===== src/rtl/uart_pkg.sv =====
// Shared UART definitions: FSM state encoding, parity-type codes, line levels
// and a counter-width helper, used by the transmitter and its receiver twin.
package uart_pkg;

  typedef enum logic [2:0] {
    IDLE,
    START,
    DATA,
    PARITY,
    STOP
  } uart_state_e;

  localparam logic PAR_EVEN  = 1'b0;
  localparam logic PAR_ODD   = 1'b1;
  localparam logic LINE_IDLE = 1'b1;
  localparam logic START_BIT = 1'b0;

  // Bits needed to hold values 0..n-1; never narrower than one bit.
  function automatic int cnt_width(input int n);
    return (n > 1) ? $clog2(n) : 1;
  endfunction

endpackage


===== src/rtl/uart_tx_if.sv =====
// Parallel request side and serial line of the UART transmitter, grouped so the
// producer (master) and the transmitter (slave) share one connection.
interface uart_tx_if #(
  parameter int DATA_WIDTH = 8
) ();

  logic [DATA_WIDTH-1:0] p_data;
  logic                  data_valid;
  logic                  par_en;
  logic                  par_typ;
  logic                  tx_out;
  logic                  busy;

  modport master (
    output p_data, data_valid, par_en, par_typ,
    input  tx_out, busy
  );

  modport slave (
    input  p_data, data_valid, par_en, par_typ,
    output tx_out, busy
  );

endinterface


===== src/rtl/uart_tx_baud_counter.sv =====
// Bit-period (prescale) and data-bit counters for the transmitter; both wrap to
// zero at their terminal count and are held at zero while their phase is inactive.
module uart_tx_baud_counter
  import uart_pkg::*;
#(
  parameter int PRESCALE   = 8,
  parameter int DATA_WIDTH = 8
) (
  input  logic clk,
  input  logic reset,
  input  logic run_i,
  input  logic data_phase_i,
  output logic bit_done_o,
  output logic last_bit_o
);

  localparam int PW = cnt_width(PRESCALE);
  localparam int BW = cnt_width(DATA_WIDTH);
  localparam logic [PW-1:0] PRESC_MAX = PW'(PRESCALE - 1);
  localparam logic [BW-1:0] BIT_MAX   = BW'(DATA_WIDTH - 1);

  logic [PW-1:0] presc_q, presc_d;
  logic [BW-1:0] bit_q, bit_d;

  assign bit_done_o = (presc_q == PRESC_MAX);
  assign last_bit_o = (bit_q == BIT_MAX);

  always_comb begin
    presc_d = presc_q;
    bit_d   = bit_q;
    if (!run_i) begin
      presc_d = '0;
    end else if (bit_done_o) begin
      presc_d = '0;
    end else begin
      presc_d = presc_q + 1'b1;
    end
    // The bit index only advances when a data bit has run its full period.
    if (!data_phase_i) begin
      bit_d = '0;
    end else if (bit_done_o) begin
      bit_d = last_bit_o ? '0 : bit_q + 1'b1;
    end
  end

  always_ff @(posedge clk or negedge reset) begin
    if (!reset) begin
      presc_q <= '0;
      bit_q   <= '0;
    end else begin
      presc_q <= presc_d;
      bit_q   <= bit_d;
    end
  end

endmodule


===== src/rtl/uart_tx.sv =====
// UART transmitter: start bit, DATA_WIDTH data bits LSB first, optional parity, stop bit.
// Parity support is compiled in only when UART_TX_PARITY_EN is defined.
module uart_tx
  import uart_pkg::*;
#(
  parameter int DATA_WIDTH = 8,
  parameter int PRESCALE   = 8
) (
  input  logic     clk,
  input  logic     reset,
  uart_tx_if.slave bus
);

  uart_state_e           state_q, state_d;
  logic [DATA_WIDTH-1:0] data_q, data_d;
  logic                  tx_q, tx_d;
  logic                  busy_q, busy_d;
  logic                  bit_done;
  logic                  last_bit;
  logic                  accept;
`ifdef UART_TX_PARITY_EN
  logic                  par_en_q, par_en_d;
  logic                  parity_q, parity_d;
`endif

  uart_tx_baud_counter #(
    .PRESCALE   (PRESCALE),
    .DATA_WIDTH (DATA_WIDTH)
  ) u_baud (
    .clk          (clk),
    .reset        (reset),
    .run_i        (state_q != IDLE),
    .data_phase_i (state_q == DATA),
    .bit_done_o   (bit_done),
    .last_bit_o   (last_bit)
  );

  // busy_q is low for exactly the IDLE cycles, so this also gates requests mid-frame.
  assign accept = bus.data_valid && !busy_q;

  always_comb begin
    state_d = state_q;
    data_d  = data_q;
`ifdef UART_TX_PARITY_EN
    par_en_d = par_en_q;
    parity_d = parity_q;
`endif
    case (state_q)
      IDLE: begin
        if (accept) begin
          state_d = START;
          data_d  = bus.p_data;
`ifdef UART_TX_PARITY_EN
          par_en_d = bus.par_en;
          parity_d = (^bus.p_data) ^ (bus.par_typ == PAR_ODD);
`endif
        end
      end
      START: begin
        if (bit_done) state_d = DATA;
      end
      DATA: begin
        if (bit_done) begin
          if (last_bit) begin
`ifdef UART_TX_PARITY_EN
            state_d = par_en_q ? PARITY : STOP;
`else
            state_d = STOP;
`endif
          end else begin
            data_d = data_q >> 1;
          end
        end
      end
`ifdef UART_TX_PARITY_EN
      PARITY: begin
        if (bit_done) state_d = STOP;
      end
`endif
      STOP: begin
        if (bit_done) state_d = IDLE;
      end
      default: state_d = IDLE;
    endcase

    // Line level is decoded from the next state so tx_out is a clean register.
    tx_d = LINE_IDLE;
    case (state_d)
      START:   tx_d = START_BIT;
      DATA:    tx_d = data_d[0];
`ifdef UART_TX_PARITY_EN
      PARITY:  tx_d = parity_d;
`endif
      default: tx_d = LINE_IDLE;
    endcase
    busy_d = (state_d != IDLE);
  end

  always_ff @(posedge clk or negedge reset) begin
    if (!reset) begin
      state_q <= IDLE;
      data_q  <= '0;
      tx_q    <= LINE_IDLE;
      busy_q  <= 1'b0;
`ifdef UART_TX_PARITY_EN
      par_en_q <= 1'b0;
      parity_q <= 1'b0;
`endif
    end else begin
      state_q <= state_d;
      data_q  <= data_d;
      tx_q    <= tx_d;
      busy_q  <= busy_d;
`ifdef UART_TX_PARITY_EN
      par_en_q <= par_en_d;
      parity_q <= parity_d;
`endif
    end
  end

  assign bus.tx_out = tx_q;
  assign bus.busy   = busy_q;

endmodule


===== src/flat_wrapper.sv =====
// flat-port wrapper written by rule: the top's interface ports become plain ports
module uart_tx_flat import uart_pkg::*;
#(
  parameter int DATA_WIDTH = 8,
  parameter int PRESCALE   = 8
)
  (clk, reset, bus_p_data, bus_data_valid, bus_par_en, bus_par_typ, bus_tx_out, bus_busy);
  uart_tx_if #(.DATA_WIDTH(DATA_WIDTH)) bus_i ();
  input  logic clk;
  input  logic reset;
  input wire logic [$bits(bus_i.p_data)-1:0] bus_p_data;
  input wire logic [$bits(bus_i.data_valid)-1:0] bus_data_valid;
  input wire logic [$bits(bus_i.par_en)-1:0] bus_par_en;
  input wire logic [$bits(bus_i.par_typ)-1:0] bus_par_typ;
  output wire logic [$bits(bus_i.tx_out)-1:0] bus_tx_out;
  output wire logic [$bits(bus_i.busy)-1:0] bus_busy;
  assign bus_i.p_data = bus_p_data;
  assign bus_i.data_valid = bus_data_valid;
  assign bus_i.par_en = bus_par_en;
  assign bus_i.par_typ = bus_par_typ;
  assign bus_tx_out = bus_i.tx_out;
  assign bus_busy = bus_i.busy;
  uart_tx #(.DATA_WIDTH(DATA_WIDTH), .PRESCALE(PRESCALE)) u_core (.clk(clk), .reset(reset), .bus(bus_i));
endmodule

===== config.mk =====
export PLATFORM = sky130hd
export DESIGN_NAME = uart_tx_flat
export DESIGN_NICKNAME = d
export VERILOG_FILES = /design/src/rtl/uart_pkg.sv /design/src/rtl/uart_tx_if.sv /design/src/rtl/uart_tx_baud_counter.sv /design/src/rtl/uart_tx.sv /design/src/flat_wrapper.sv
export SDC_FILE = /design/constraint.sdc
export NUM_CORES = 1
export LEC_CHECK = 0
export ABC_AREA = 1
export BUFFER_PORTS_ARGS = -buffer_cell sky130_fd_sc_hd__buf_2
export CAP_MARGIN = 20
export CORE_MARGIN = 4
export CORE_UTILIZATION = 25
export DETAILED_ROUTE_END_ITERATION = 12
export GPL_ROUTABILITY_DRIVEN = 1
export MAX_ROUTING_LAYER = met4
export SYNTH_ARGS = -nofsm -noshare
export SYNTH_HDL_FRONTEND = slang
export SYNTH_SLANG_ARGS = --single-unit
export TNS_END_PERCENT = 100

===== constraint.sdc =====
create_clock -name clk -period 4.1 [get_ports clk]
set_input_delay 0.41 -clock clk [delete_from_list [all_inputs] [get_ports clk]]
set_output_delay 0.41 -clock clk [all_outputs]
set_load 0.05 [all_outputs]

==> impl_metrics.yaml, run 1 <==
global_routing:
  grt_pass1_wl_um: 3060
  grt_pass1_vias: 759
  grt_start_max_net_pins: 20
  grt.overflow.total: 0
  grt_usage_pct: 8.13
  antenna_found_initial: 0
power_and_ir_drop:
  pwr_density_cell_nw_per_um2: 292
  power.leakage_nw: 0.624
  irDropWorstVdd_mv: 0.164
cells_and_area:
  n_antenna_cell: 0
  nets: 144
  multi_input_area_um2: 393
  seqCellArea_um2: 477
  fin_util_pct: 30.3
  drive_above_1_share_pct: 24.0
  area_growth_pct: 17.5
  fillerInstances: 399
clock_tree:
  clockBufferDepth: 2
  cts_root_buf: "clkbuf_8"
  clkLatencyLatePin_ns: 0.25
  htree_levels: 1
  clk_pin_slew_ns: 0.07
  post_cts_buffers: 0
  cts_buffers: 3
  cts_resized: 0
  postCtsHoldBufs: 0
  cts_tree: "built"
  cts_sinks: 19
synth:
  synth_area_leaders: "dfrtp_1 48%, nand2_1 12%, ha_1 6.6%"
  synth_ff_type: "dfrtp_1"
  synth_warnings: 0
  synth_area_um2: 943
  synth_top_cell_area_share_pct: 47.7
  synthArstFlopShare_pct: 100
  avgSynthCellArea_um2: 8.66
  synth-seq-area-share_pct: 50.5
  synth_cells: 109
  synth_nets: 127
  yosysMostFrequentCell: "nand2_1"
  synth_top_cell_by_area: "dfrtp_1"
  synthTopCellsByCount: "29 x nand2_1, 18 x dfrtp_1, 15 x inv_1"
  synth_seq_cells: 19
  synth_edf_count: 0
  synthDistinctLibCells: 21
critical_path:
  startpoint_type: "register"
  path_class: "register to register"
  crit_required_ns: 4.29
  rr_worst_depth: 9
  reg2reg_to: "u_core.data_q[2]$_DFFE_PN0P_"
  cp-end-kind: "register"
  r2r_start: "u_core.u_baud.presc_q[0]$_DFF_PN0_"
  worst-path-max-fanout: 8
  reg2reg_setup_slack_ns: 2.53
  cp_data_arrival_time_ns: 1.76
timing:
  setup_viol: 0
  fin_crit_ns: 1.57
  rsz0062_at_grt: "no"
  finalCritPeriodShare_pct: 38.3
  hold_violations: 0
  worst_pin_slew_ns: 0.406
  drv_slew: 0
  fmax_mhz: 637
  slew-limit-headroom_pct: 72.9
  finalSetupTns_ns: 0
  clock_skew_ns: 0.00105
placed_design:
  port_buffers: 12
  post-dp-hpwl_um: 1280
  gp_congestion: 0.839
routing:
  drt-wirelength-per-cell_um: 9.64
  ant_nets: 0
  post-route-drc-count: 0
  vias: 730
  vias_per_cell: 4.22
  drtIter0Drc: 26
  routed_wl_um: 1670
  firstDrtPassIters: 4
run:
  drv_cap: 0
floorplan:
  rows: 22
  io_pins: 15
  start_util_pct: 25.8
  core_um2: 3660
  die_width_um: 69.4
  die_area_um2: 4820
  die_y_um: 69.4
hold_path:
  hold_path.class: "input pin to asynchronous set/reset pin"
outcome:
  run_status: "finished, final reports clean"
[critical path, stage by stage, from the launching register on]
cell	delay [ns]
dfrtp_1	0.39
ha_1	0.22
ha_1	0.21
inv_1	0.09
nor2_1	0.07
nand2_2	0.11
inv_4	0.07
a21oi_4	0.21
nand2_1	0.07
nand2_1	0.07
[cells by family (layout without fill, tap and decap cells)]
| logic type | count (synthesis) | count (layout) | synth area share, % |
|---|---|---|---|
| DFF | 19 | 19 | 50.5 |
| AOI/OAI and AO/OA | 12 | 12 | 8.75 |
| and+or+nand+nor | 54 | 54 | 26.3 |
| buffers and inverters | 19 | 35 | 7.82 |
| adders and majority gates | 5 | 5 | 6.63 |
[power by group]
part	internal (mW)	switching (mW)	leakage, nW
Combinational	0.00383	0.00573	0.364
Clock	0.0690	0.0580	0.0228
Sequential	0.187	0	0.237
Total	0.260	0.0638	0.624
[placed cells by master, fill, tap and decap left out, drive strengths merged]
cell type / Yosys / final
o21ai: 3 / 3
clkbuf: 0 / 4
dfstp: 1 / 1
inv: 19 / 19
nor3: 1 / 1
dfrtp: 18 / 18
nor2: 14 / 14
nand2: 33 / 33
nand4: 3 / 3
nand3: 3 / 3
buf: 0 / 12
a21oi: 8 / 8
ha: 5 / 5
o22ai: 1 / 1
[worst max-delay path by stage]
stage                                        from                           end  slack, ns
2_1_floorplan  u_core.u_baud.presc_q[0]$_DFF_PN0_  u_core.data_q[7]$_DFFE_PN0P_       2.71
3_3_place_gp   u_core.u_baud.presc_q[0]$_DFF_PN0_  u_core.data_q[7]$_DFFE_PN0P_       2.57
3_5_place_dp   u_core.u_baud.presc_q[0]$_DFF_PN0_  u_core.data_q[2]$_DFFE_PN0P_       2.54
4_1_cts        u_core.u_baud.presc_q[0]$_DFF_PN0_  u_core.data_q[2]$_DFFE_PN0P_       2.52
5_1_grt        u_core.u_baud.presc_q[0]$_DFF_PN0_  u_core.data_q[7]$_DFFE_PN0P_       2.34
6_report       u_core.u_baud.presc_q[0]$_DFF_PN0_  u_core.data_q[2]$_DFFE_PN0P_       2.53
[registers in the layout, indices dropped and copies added, names as in the netlist]
register and flops:
u_core.u_baud.bit_q 3, u_core.data_q 8, u_core.bus.busy 1, u_core.bus.tx_out 1, u_core.u_baud.presc_q 3, u_core.state_q 3
[metrics by stage]
stage | setup WS, ns | power, mW | instances | cell area, um2 | hold slack [ns]
floorplan | 2.71 | 0.193 | 109 | 943 | 0.114
global placement | 2.57 | 0.201 | 169 | 1060 | 0.362
detailed placement | 2.54 | 0.201 | 169 | 1060 | 0.371
CTS | 2.52 | 0.331 | 173 | 1110 | 0.0933
global route | 2.34 | 0.340 | 173 | 1110 | 0.116
finish | 2.53 | 0.324 | 173 | 1110 | 0.0800
[layout make-up]
class / count / area share [%]
inverter: 19 / 6.66
tap: 48 / 5.42
clock buffer: 4 / 4.06
multi-input combinational: 71 / 35.4
timing repair buffer: 12 / 5.42
sequential: 19 / 43.0
[metal layers]
layer | up-vias | share of wire [%] | global-route usage [%]
li1 | 372 | - | -
met1 | 340 | 44 | 8.17
met2 | 12 | 50 | 14.1
met3 | 6 | 2.8 | 2.03
met4 | 0 | 3.1 | 4.99
met5 | - | 0 | -
Power figures use the tool's default switching activity.
==> run 2, diff against run 1 <==
==> constraint.sdc (replaced) <==
create_clock -name clk -period 1.6 [get_ports clk]
set_input_delay 0.16 -clock clk [delete_from_list [all_inputs] [get_ports clk]]
set_output_delay 0.16 -clock clk [all_outputs]
set_load 0.05 [all_outputs]
==> impl_metrics.yaml, run 2 (same netlist as run 1, synthesis figures left out) <==
outcome:
  run_status: "finished, final reports clean"
critical_path:
  startpoint_type: "register"
  path_class: "register to register"
  max_stage_delay_ns: 0.40
  crit_slowest_cell: "dfrtp_1"
  worst-path-max-fanout: 8
  cp-end-kind: "register"
  reg2reg_setup_slack_ns: 0.13
  worstPathCellList: "ha_1 > ha_1 > nor2_2 > nand2_2 > inv_4 > a21oi_4 > nand2_1 > nand2_1"
  worst-path-buf-inv: 1
  rr_worst_depth: 8
  r2r_start: "u_core.u_baud.bit_q[0]$_DFFE_PN0P_"
  reg2reg_to: "u_core.data_q[5]$_DFFE_PN0P_"
  cp_data_arrival_time_ns: 1.61
  crit_required_ns: 1.75
  cpLargestDelayFamily: "adder cells"
global_routing:
  grt_pass1_vias: 775
  grt.overflow.total: 0
  antenna_found_initial: 0
  grt_pass1_wl_um: 3110
  grt_usage_pct: 8.23
  grt_start_max_net_pins: 20
placed_design:
  port_buffers: 12
  post-dp-hpwl_um: 1290
  gp_congestion: 0.819
cells_and_area:
  largest_register_ffs: 8
  top_register: "u_core.data_q"
  n_antenna_cell: 0
  final_cell_mix: "28 x nand2_1, 18 x dfrtp_1, 14 x inv_1"
  nets: 145
  fin_util_pct: 30.8
  area_growth_pct: 19.6
  drive_above_1_share_pct: 27.8
  final_common_cell: "nand2_1"
hold_path:
  min_to: "u_core.data_q[7]$_DFFE_PN0P_"
  min_from: "bus_p_data[7]"
  hold_path_depth: 3
  hold_path.class: "input pin to register"
timing:
  clock_skew_ns: 0.00106
  hold_violations: 0
  rsz0062_at_grt: "no"
  setup_viol: 0
  finalCritPeriodShare_pct: 91.6
  finalSetupTns_ns: 0
  worst_pin_slew_ns: 0.416
  fmax_mhz: 682
  fin_crit_ns: 1.47
  drv_slew: 0
  holdWs_ns: 0.143
  slew-limit-headroom_pct: 72.2
routing:
  wl_met2_um: 858
  met3_wirelength_um: 32
  m1WireLength_um: 726
  firstDrtPassIters: 2
  post-route-drc-count: 0
  drtIter0Drc: 13
  top_layer: "met4"
  routed_wl_um: 1670
  drt-wirelength-per-cell_um: 9.57
  ant_nets: 0
  vias: 729
  vias_per_cell: 4.19
clock_tree:
  cts_sinks: 19
  cts_buffers: 3
  htree_levels: 1
  cts_tree: "built"
  clockBufferDepth: 2
  clk_pin_slew_ns: 0.07
  clkLatencyLatePin_ns: 0.25
  cts_root_buf: "clkbuf_8"
  post_cts_buffers: 0
floorplan:
  core_um2: 3660
  io_pins: 15
  die_width_um: 69.4
  start_util_pct: 25.8
  rows: 22
  die_y_um: 69.4
  die_area_um2: 4820
power_and_ir_drop:
  pwr_density_cell_nw_per_um2: 739
  seq_power_share_pct: 57.6
  p_comb_share_pct: 3.2
  switching_share_pct: 19.8
  p_int_uw: 669
  power.leakage_nw: 0.624
  irDropWorstVdd_mv: 0.394
  p_clk_share_pct: 39.2
  p_sw_uw: 165
run:
  drv_cap: 0
==> run 2: tightest hold or removal path, delay by kind of cell <==
family | cells | cell delay (ns)
simple gates | 2 | 0.13
buf+inv | 1 | 0.08
==> run 2: worst max path at each step <==
| stage | startpoint | end | cells past startpoint |
|---|---|---|---|
| floorplan | u_core.u_baud.presc_q[0]$_DFF_PN0_ | u_core.data_q[7]$_DFFE_PN0P_ | 9 |
| global placement | u_core.u_baud.presc_q[0]$_DFF_PN0_ | u_core.data_q[7]$_DFFE_PN0P_ | 9 |
| detailed placement | u_core.u_baud.presc_q[0]$_DFF_PN0_ | u_core.data_q[2]$_DFFE_PN0P_ | 9 |
| CTS | u_core.u_baud.presc_q[0]$_DFF_PN0_ | u_core.data_q[2]$_DFFE_PN0P_ | 9 |
| global route | u_core.u_baud.bit_q[0]$_DFFE_PN0P_ | u_core.data_q[5]$_DFFE_PN0P_ | 8 |
| finish | u_core.u_baud.bit_q[0]$_DFFE_PN0P_ | u_core.data_q[5]$_DFFE_PN0P_ | 8 |
==> run 2: cell type report <==
class	count	area, um2
tap	48	60.1
timing repair buffer	13	70.1
multi-input combinational	71	403
fill	387	2530
sequential	19	477
clock buffer	4	45.0
inverter	19	73.8
==> run 2: what timing repair did <==
action                                  in CTS  in global routing
endpoints found under the setup margin       0                  7
hold endpoints to repair                    18                  0
resized for setup                            0                  5
hold buffers                                 1                  0
==> run 2: metal layers <==
metal / vias to the layer above / track usage, %
li1: 372 / -
met4: 0 / 4.99
met5: - / -
met3: 5 / 2.32
met1: 345 / 8.36
met2: 7 / 14.0
==> run 2: power by group through the flow <==
stage	clock network, mW	logic [mW]	registers [mW]
finish	0.327	0.0264	0.480
global route	0.370	0.0309	0.480
CTS	0.345	0.0279	0.480
detailed placement	0	0.0259	0.489
global placement	0	0.0250	0.489
floorplan	0	0.00398	0.489
==> run 2: through the flow <==
| step | total power, mW | instance area, um2 | std cells | setup slack, ns |
|---|---|---|---|---|
| 2_1_floorplan | 0.493 | 943 | 109 | 0.212 |
| 3_3_place_gp | 0.514 | 1060 | 169 | 0.0711 |
| 3_5_place_dp | 0.515 | 1060 | 169 | 0.0588 |
| 4_1_cts | 0.853 | 1120 | 174 | 0.0442 |
| 5_1_grt | 0.880 | 1130 | 174 | 0.00173 |
| 6_report | 0.834 | 1130 | 174 | 0.134 |
